--- config.mk ---
export PLATFORM = sky130hd
export DESIGN_NAME = bcd_addsub_ctrl
export DESIGN_NICKNAME = d
export VERILOG_FILES = /design/src/rtl/bcd_addsub_ctrl.sv
export SDC_FILE = /design/constraint.sdc
export NUM_CORES = 1
export LEC_CHECK = 0
export CORE_UTILIZATION = 45
export CTS_CLUSTER_DIAMETER = 100
export CTS_CLUSTER_SIZE = 14
export DETAILED_ROUTE_END_ITERATION = 16
export DONT_BUFFER_PORTS = 1
export PLACE_DENSITY = 0.64
export SETUP_SLACK_MARGIN = 0.05
export SLEW_MARGIN = 25
export SYNTH_ARGS = -nofsm -noshare
export SYNTH_HDL_FRONTEND = slang
export SYNTH_SLANG_ARGS = --single-unit
--- constraint.sdc ---
create_clock -name i_clk -period 22.9 [get_ports i_clk]
set_input_delay 4.58 -clock i_clk [delete_from_list [all_inputs] [get_ports i_clk]]
set_output_delay 4.58 -clock i_clk [all_outputs]
set_load 0.01 [all_outputs]
--- src/rtl/bcd_addsub_ctrl.sv ---
// rtl/bcd_addsub_ctrl.sv - signed BCD add/subtract sequencer over a shared digit adder
// A single bcd_adder is reused for the main pass and the complement-fixup pass.

module bcd_adder #(
  parameter int NUM_DIGITS = 8
) (
  input  logic [NUM_DIGITS*4-1:0] a,
  input  logic [NUM_DIGITS*4-1:0] b,
  input  logic                    cin,
  output logic [NUM_DIGITS*4-1:0] sum,
  output logic                    cout
);
  logic       c;
  logic [4:0] s;

  always_comb begin
    c   = cin;
    s   = '0;
    sum = '0;
    for (int i = 0; i < NUM_DIGITS; i++) begin
      s = {1'b0, a[i*4 +: 4]} + {1'b0, b[i*4 +: 4]} + {4'b0, c};
      if (s > 5'd9) begin
        s = s + 5'd6;
        c = 1'b1;
      end else begin
        c = 1'b0;
      end
      sum[i*4 +: 4] = s[3:0];
    end
    cout = c;
  end
endmodule

module bcd_addsub_ctrl #(
  parameter int NUM_DIGITS = 8
) (
  input  logic                    i_clk,
  input  logic                    i_rst,
  input  logic                    i_start,
  input  logic                    i_op,
  input  logic                    i_sign_a,
  input  logic [NUM_DIGITS*4-1:0] i_num_a,
  input  logic                    i_sign_b,
  input  logic [NUM_DIGITS*4-1:0] i_num_b,
  output logic [NUM_DIGITS*4-1:0] o_num,
  output logic                    o_sign,
  output logic                    o_overflow,
  output logic                    o_busy,
  output logic                    o_done
);
  localparam int W = NUM_DIGITS * 4;

  typedef enum logic [1:0] {IDLE, PASS1, PASS2, DONE} state_t;

  state_t         state, state_next;
  logic [W-1:0]   a_reg, b_reg, hold_reg;
  logic           sign_a_reg, sign_b_reg;
  logic           is_add;
  logic [W-1:0]   add_a, add_b, add_sum;
  logic           add_cin, add_cout;
  logic           sum_zero;

  function automatic logic [W-1:0] nines(input logic [W-1:0] v);
    logic [W-1:0] r;
    r = '0;
    for (int i = 0; i < NUM_DIGITS; i++) r[i*4 +: 4] = 4'd9 - v[i*4 +: 4];
    return r;
  endfunction

  assign is_add   = (sign_a_reg == sign_b_reg);
  assign sum_zero = (add_sum == '0);
  assign o_busy   = (state != IDLE);
  assign o_done   = (state == DONE);

  // Subtraction is A + 9s(B) + 1; a missing carry means A<B and the sum is re-complemented.
  always_comb begin
    add_a   = a_reg;
    add_b   = b_reg;
    add_cin = 1'b0;
    case (state)
      PASS1: begin
        if (!is_add) begin
          add_b   = nines(b_reg);
          add_cin = 1'b1;
        end
      end
      PASS2: begin
        add_a   = '0;
        add_b   = nines(hold_reg);
        add_cin = 1'b1;
      end
      default: ;
    endcase
  end

  bcd_adder #(.NUM_DIGITS(NUM_DIGITS)) u_adder (
    .a    (add_a),
    .b    (add_b),
    .cin  (add_cin),
    .sum  (add_sum),
    .cout (add_cout)
  );

  always_ff @(posedge i_clk) begin
    if (i_rst) state <= IDLE;
    else       state <= state_next;
  end

  always_comb begin
    state_next = state;
    case (state)
      IDLE:    if (i_start) state_next = PASS1;
      PASS1:   state_next = (is_add || add_cout) ? DONE : PASS2;
      PASS2:   state_next = DONE;
      DONE:    state_next = IDLE;
      default: state_next = IDLE;
    endcase
  end

  always_ff @(posedge i_clk) begin
    if (i_rst) begin
      a_reg      <= '0;
      b_reg      <= '0;
      hold_reg   <= '0;
      sign_a_reg <= 1'b0;
      sign_b_reg <= 1'b0;
      o_num      <= '0;
      o_sign     <= 1'b0;
      o_overflow <= 1'b0;
    end else begin
      case (state)
        IDLE: begin
          if (i_start) begin
            a_reg      <= i_num_a;
            b_reg      <= i_num_b;
            sign_a_reg <= i_sign_a;
            sign_b_reg <= i_sign_b ^ i_op;
          end
        end
        PASS1: begin
          if (is_add || add_cout) begin
            o_num      <= add_sum;
            o_overflow <= is_add ? add_cout : 1'b0;
            o_sign     <= sum_zero ? 1'b0 : sign_a_reg;
          end else begin
            hold_reg <= add_sum;
            o_sign   <= ~sign_a_reg;
          end
        end
        PASS2: begin
          o_num      <= add_sum;
          o_overflow <= 1'b0;
          if (sum_zero) o_sign <= 1'b0;
        end
        default: ;
      endcase
    end
  end
endmodule

# Word level (Yosys, flattened, before mapping)
# Cells that the tools add are included.
totals:
  out_inout_bits: 36
  elab_cells: 109
  reg_bits: 134
  input_bits: 70
classes:
  add_sub_neg: 40
  n_lt_le_gt_ge: 8
  bitwise: 3
  muxes: 33
  n_eq_ne: 7
  reduce_logical: 9
op_table:
  columns: ["op", "n"]
  rows:
  - ["one-hot mux 32 bit (2 select lines)", 2]
  - ["2-to-1 mux 32 bit", 3]
  - ["subtractor 4 bit, first input constant", 16]
  - ["adder 4 x 4 -> 5 bit", 8]
  - ["adder 5 x 1 -> 5 bit", 8]
  - ["> comparator 5 x 4 -> 1 bit, second input constant", 8]
  - ["adder 4 x 3 -> 4 bit, second input constant", 8]
  - ["logical NOT 32 bit", 1]
  - ["2-to-1 mux 4 bit", 8]
  - ["2-to-1 mux 1 bit", 15]
  - ["one-hot mux 2 bit (4 select lines)", 1]
  - ["AND reduction 2 bit", 4]
  - ["inequality test 2 bit, second input constant", 3]
  - ["one-hot mux 1 bit (2 select lines)", 3]
  - ["== test 2 bit, second input constant", 2]
  - ["nonzero test 2 bit", 2]
  - ["== test 2 x 1 -> 1 bit, second input constant", 1]
  - ["logical NOT 2 bit", 1]
  - ["2-to-1 mux 2 bit", 1]
  - ["NOT 1 bit", 2]
  - ["== test 1 bit", 1]
  - ["logical OR 1 bit", 1]
  - ["bitwise XOR 1 bit", 1]

# Depth between registers and ports, before layout
logic_depth:
  depth_word: 32
  ltp_mapped: 69
  ltp_nobuf: 67

# Modules after synthesis
# A second synthesis with hierarchy kept.
unflattened:
  cells_unflattened: 1034
  hier_area_um2: 7948.9
modules_own_cells:
  columns: ["mod", "area_per_inst_um2", "n_inst", "cells_per_inst"]
  rows:
  - ["bcd_addsub_ctrl", 6052.1, 1, 809]
  - ["bcd_adder", 1896.8, 1, 225]

# Least setup slack after synthesis
# OpenSTA, ideal clock, no wires.
synth_path:
  path_type: "register to register"
  startpoint: "register sign_b_reg"
  endpoint: "register o_num[0]"
  setup_ps: 81
  slack_ps: 6863
  arrival_ps: 15955
  path_stages_with_launch: 70
  t_required_ps: 22819
  path_cell_list: "dfxtp_1 > xor2_1 > clkbuf_1 > clkbuf_1 > nand2_1 > o22ai_1 > a22oi_1 > fa_1 > fa_1 > xor2_1 > ha_1 > inv_1 > o21ai_0 > a31oi_2 > fa_1 > fa_1 > xor2_1 > ha_1 > [34 not listed] > xor2_1 > ha_1 > a21boi_0 > a31oi_1 > a21o_1 > inv_1 > fa_1 > fa_1 > xor2_2 > ha_1 > inv_1 > a41oi_4 > and2_1 > buf_4 > nor2_8 > buf_2 > nor2_1 > a211oi_2"
synth_between:
  elab_chain_len: 31
synth_rtl:
  columns: ["element", "line_no", "rtl"]
  rows:
  - ["start: declaration", "57", "logic sign_a_reg, sign_b_reg;"]
  - ["start signal: assignment", "137", "sign_b_reg <= i_sign_b ^ i_op;"]
  - ["== test 1 bit *", "70", "assign is_add = (sign_a_reg == sign_b_reg);"]
  - ["2-to-1 mux 32 bit", "82", "if (!is_add) begin"]
  - ["one-hot mux 32 bit (2 select lines)", "80", "case (state)"]
  - ["adder 4 x 4 -> 5 bit", "21", "s = {1'b0, a[i*4 +: 4]} + {1'b0, b[i*4 +: 4]} + {4'b0, c};"]
  - ["adder 5 x 1 -> 5 bit", "21", null]
  - ["> comparator 5 x 4 -> 1 bit", "22", "if (s > 5'd9) begin"]
  - ["2-to-1 mux 1 bit", "22", null]
  - ["adder 5 x 1 -> 5 bit", "21", null]
  - ["[15 not listed]", null, null]
  - ["> comparator 5 x 4 -> 1 bit", "22", null]
  - ["2-to-1 mux 1 bit", "22", null]
  - ["adder 5 x 1 -> 5 bit", "21", null]
  - ["> comparator 5 x 4 -> 1 bit", "22", null]
  - ["2-to-1 mux 1 bit", "22", null]
  - ["logical OR 1 bit", "141", "if (is_add || add_cout) begin"]
  - ["inequality test 2 bit (no line)", null, null]
  - ["AND reduction 2 bit (no line)", null, null]
  - ["end signal: assignment", "142", "o_num <= add_sum;"]
  - ["end signal: assignment", "151", "o_num <= add_sum;"]
  - ["end: declaration", "45", "output logic [NUM_DIGITS*4-1:0] o_num,"]
# Mark *: on every way between the ends. The rest lies on a longest branch, timed or not. The select of a mux whose other input is x is not followed.
# A chain may end at the register's enable or synchronous reset.

# Worst setup path in the final report
layout_path:
  startpoint: "register state[1]"
  endpoint: "register o_num[1]"
layout_between:
  elab_chain_len: 30
layout_rtl:
  columns: ["element", "line_no", "rtl"]
  rows:
  - ["start: declaration", "55", "state_t state, state_next;"]
  - ["start signal: assignment", "106", "else state <= state_next;"]
  - ["== test 2 bit / == test 2 x 1 -> 1 bit (equally long branches)", "80, 131", null]
  - ["one-hot mux 32 bit (2 select lines) / 2-to-1 mux 32 bit (equally long branches)", "80", null]
  - ["adder 4 x 4 -> 5 bit", "21", null]
  - ["adder 5 x 1 -> 5 bit", "21", null]
  - ["> comparator 5 x 4 -> 1 bit", "22", null]
  - ["2-to-1 mux 1 bit", "22", null]
  - ["adder 5 x 1 -> 5 bit", "21", null]
  - ["> comparator 5 x 4 -> 1 bit", "22", null]
  - ["[14 not listed]", null, null]
  - ["> comparator 5 x 4 -> 1 bit", "22", null]
  - ["2-to-1 mux 1 bit", "22", null]
  - ["adder 5 x 1 -> 5 bit", "21", null]
  - ["> comparator 5 x 4 -> 1 bit", "22", null]
  - ["2-to-1 mux 1 bit", "22", null]
  - ["logical OR 1 bit", "141", null]
  - ["inequality test 2 bit (no line)", null, null]
  - ["AND reduction 2 bit (no line)", null, null]
# Several ways; a longest one is shown, not always the timed one. The select of a mux whose other input is x is not followed.

==> flow_summary_export.csv <==
group,metric,value,unit
outcome,status,"completed",
placed_design,dpl_cell_area,8250,sq um
layout,final_cell_mix,"186 x nand2_1, 134 x dfxtp_1, 90 x a21oi_1, 82 x nor2_1, 69 x inv_1",
floorplan,dieWidth,137,microns
worst_hold_path,hold_path.class,"reg -> reg",
detailed_routing,first_iter_violations,501,
detailed_routing,wl_per_cell,17.4,microns
timing,hold_viol_final,0,
timing,layout_min_cycle_time,19.55,ns
clock_network,root_buffer,"clkbuf_16",
pwr,clockPowerShare,21.6,%
detailed_routing,wirelength,21100,microns
synthesis,synth-seq-area-share,32.7,%
setup_path,crit_top_cell,"fa_1",
clock_network,numCtsBuffers,17,
layout,insertedDiodeCount,0,
synthesis,synth_area_leaders,"dfxtp_1 33%, ha_1 9.2%, nand2_1 8.6%",
floorplan,initial_core_util,46.7,%
setup_path,cpMaxStageDelayCell,"nor2_1",
clock_network,cts_resized,0,
synthesis,yosysUniqueCellTypes,65,
clock_network,clock_path_buffers,2,
layout,stdcell_area,8930,sq um
layout,nets,1123,
placed_design,pre_cts_ws,3.53,ns
timing,maxSlewHeadroom,43.6,%
synthesis,ys_ff_latch,134,
global_routing,grt_max_degree,135,
synthesis,synth_top_area_share,32.7,%
timing,rsz0062_at_grt,"no",
layout,drive_above_1_share,8.48,%
floorplan,fp.dieArea,18700,sq um
placed_design,io_buffers,0,
synthesis,syn-num-nets,1155,
global_routing,gr-total-overflow,0,
setup_path,max_stage_delay,0.87,ns
synthesis,yosysTopAreaCell,"dfxtp_1",
clock_network,h-tree-depth,4,
pwr,ir_worst_vdd,0.118,mV
timing,finalSetupTns,0,ns
pwr,p_switching,0.669,mW
timing,fin_ws,3.35,ns
layout,syn2layout_area_growth,9.06,%
timing,slew_violations,0,
placed_design,gp_congestion,0.876,
global_routing,grt.total_usage,23.6,%
pwr,switching_share,46.1,%
detailed_routing,drc,0,
pwr,power_frac_seq,23.4,%
setup_path,cp-start-kind,"flip-flop",
floorplan,row_count,48,
synthesis,synth_ff_type,"dfxtp_1",
setup_path,crit_type,"reg -> reg",
global_routing,antenna_found_initial,0,
timing,setup-violations-final,0,
clock_network,cts_hold_buf,0,
synthesis,synth_cells,1009,
setup_path,endpoint_kind,"flip-flop",
timing,hold_ws,0.447,ns
setup_path,crit_required,23.18,ns
timing,period_share,85.4,%
synthesis,avgSynthCellArea,8.12,sq um
pwr,p_int,0.782,mW
layout,nFillCells,1724,
floorplan,pin_count,106,
timing,worst_pin_slew,0.835,ns
clock_network,postCtsSetupBuffers,0,
clock_network,clock_sinks,134,
floorplan,core,17500,sq um
pwr,power,1.45,mW
layout,layout_commonest_cell,"nand2_1",
setup_path,crit_fanout,62,
global_routing,grt_pass1_wl,33500,microns
synthesis,synth-warning-count,0,
setup_path,critPathArrivalTime,19.84,ns
timing,max_freq,51.1,MHz
clock_network,clk_pin_slew,0.06,ns
detailed_routing,dr.pass1.iters,5,
synthesis,async_flop_share,0,%
synthesis,synth_edf_count,0,
global_routing,grt_pass1_vias,6394,
detailed_routing,vias,6811,
placed_design,hpwl,14700,microns
synthesis,syn-cell-area,8190,sq um
clock_network,tritoncts,"yes",
pwr,powerDensity,162,nW/um^2
floorplan,die_height,137,microns
pwr,comb_power_share,55.0,%
detailed_routing,postRouteAntennaNets,0,
clock_network,clock_latency,0.43,ns
flow_run,cap_violations,0,
timing,fin_worst_skew,0.00975,ns
pwr,p_leak,3.41,nW
detailed_routing,vias_per_cell,5.61,
## cells by family (layout without fill, tap and decap cells)
group	Yosys count	in the layout	share of synthesized area, %
XOR/XNOR	31	31	3.41
AND/OR/NAND/NOR	349	349	18.9
multiplexers	7	7	0.916
buffers and inverters	128	109	6.63
AO/OA/AOI/OAI	284	284	24.3
adder cells (fa/ha/maj)	76	76	13.1
flip-flops	134	134	32.7
## power by group through the flow
| stage | combinational, mW | sequential (mW) | clock [mW] |
|---|---|---|---|
| final | 0.798 | 0.339 | 0.314 |
| after global routing | 0.879 | 0.346 | 0.327 |
| after CTS | 0.784 | 0.340 | 0.317 |
| after detailed placement | 0.778 | 0.344 | 0 |
| after global placement | 0.768 | 0.344 | 0 |
| after floorplan | 0.612 | 0.328 | 0 |
## cells in the mapped netlist, types with 5 or more instances
master,count
a211oi_1,33
a211oi_2,30
a21o_1,7
a21oi_1,90
a22o_1,8
a22oi_1,16
a31oi_1,6
and2_1,5
buf_1,5
buf_2,5
buf_6,7
clkbuf_1,40
dfxtp_1,134
fa_1,16
ha_1,60
inv_1,69
nand2_1,187
nand2b_1,11
nand4_1,7
nor2_1,82
nor2b_1,26
o21a_1,5
o21ai_0,44
o22ai_1,10
o32a_1,8
xnor2_1,16
xor2_1,14
## final timing paths
| kind | start | endpoint | slack (ns) | cells past startpoint |
|---|---|---|---|---|
| hold reg to reg | a_reg[6] | a_reg[6] | 0.45 | 2 |
| setup / recovery | state[1] | o_num[1] | 3.35 | 67 |
| setup reg to reg | state[1] | o_num[1] | 3.35 | 67 |
| hold / removal | a_reg[6] | a_reg[6] | 0.45 | 2 |
## per-layer routing
metal	GRT usage, %	share of wire [%]	vias to the layer above
met4	5.43	0.99	0
met2	36.9	45	183
met3	5.48	5.7	24
li1	-	-	3434
met1	32.8	48	3170
met5	0	0	-
## layout make-up
class                   instances  area [sq um]  area share [%]
multi-input cells             747          4970            55.7
flip-flops and latches        134          2680            30.0
clock buffers                  19           443            4.96
well taps                     225           282            3.15
inverters                      70           263            2.94
clock inverters                13           226            2.53
repair buffers                  7          65.1           0.728
## metrics by stage
step	instances	utilization [%]
after detailed placement	1182	47.0
after floorplan	1009	-
after global placement	1182	47.0
after global routing	1215	50.9
after CTS	1214	50.8
final	1215	50.9
## critical path, delay by kind of cell (launching register included)
kind                       cells  cell delay, ns
AOI/OAI and AO/OA             20            4.08
and+or+nand+nor                7            1.73
adders and majority gates     23            8.61
DFF                            1            0.40
xor gates and xnor gates       8            2.56
buffers and inverters          9            1.98
Note: power is estimated with default switching activity, not from simulation.
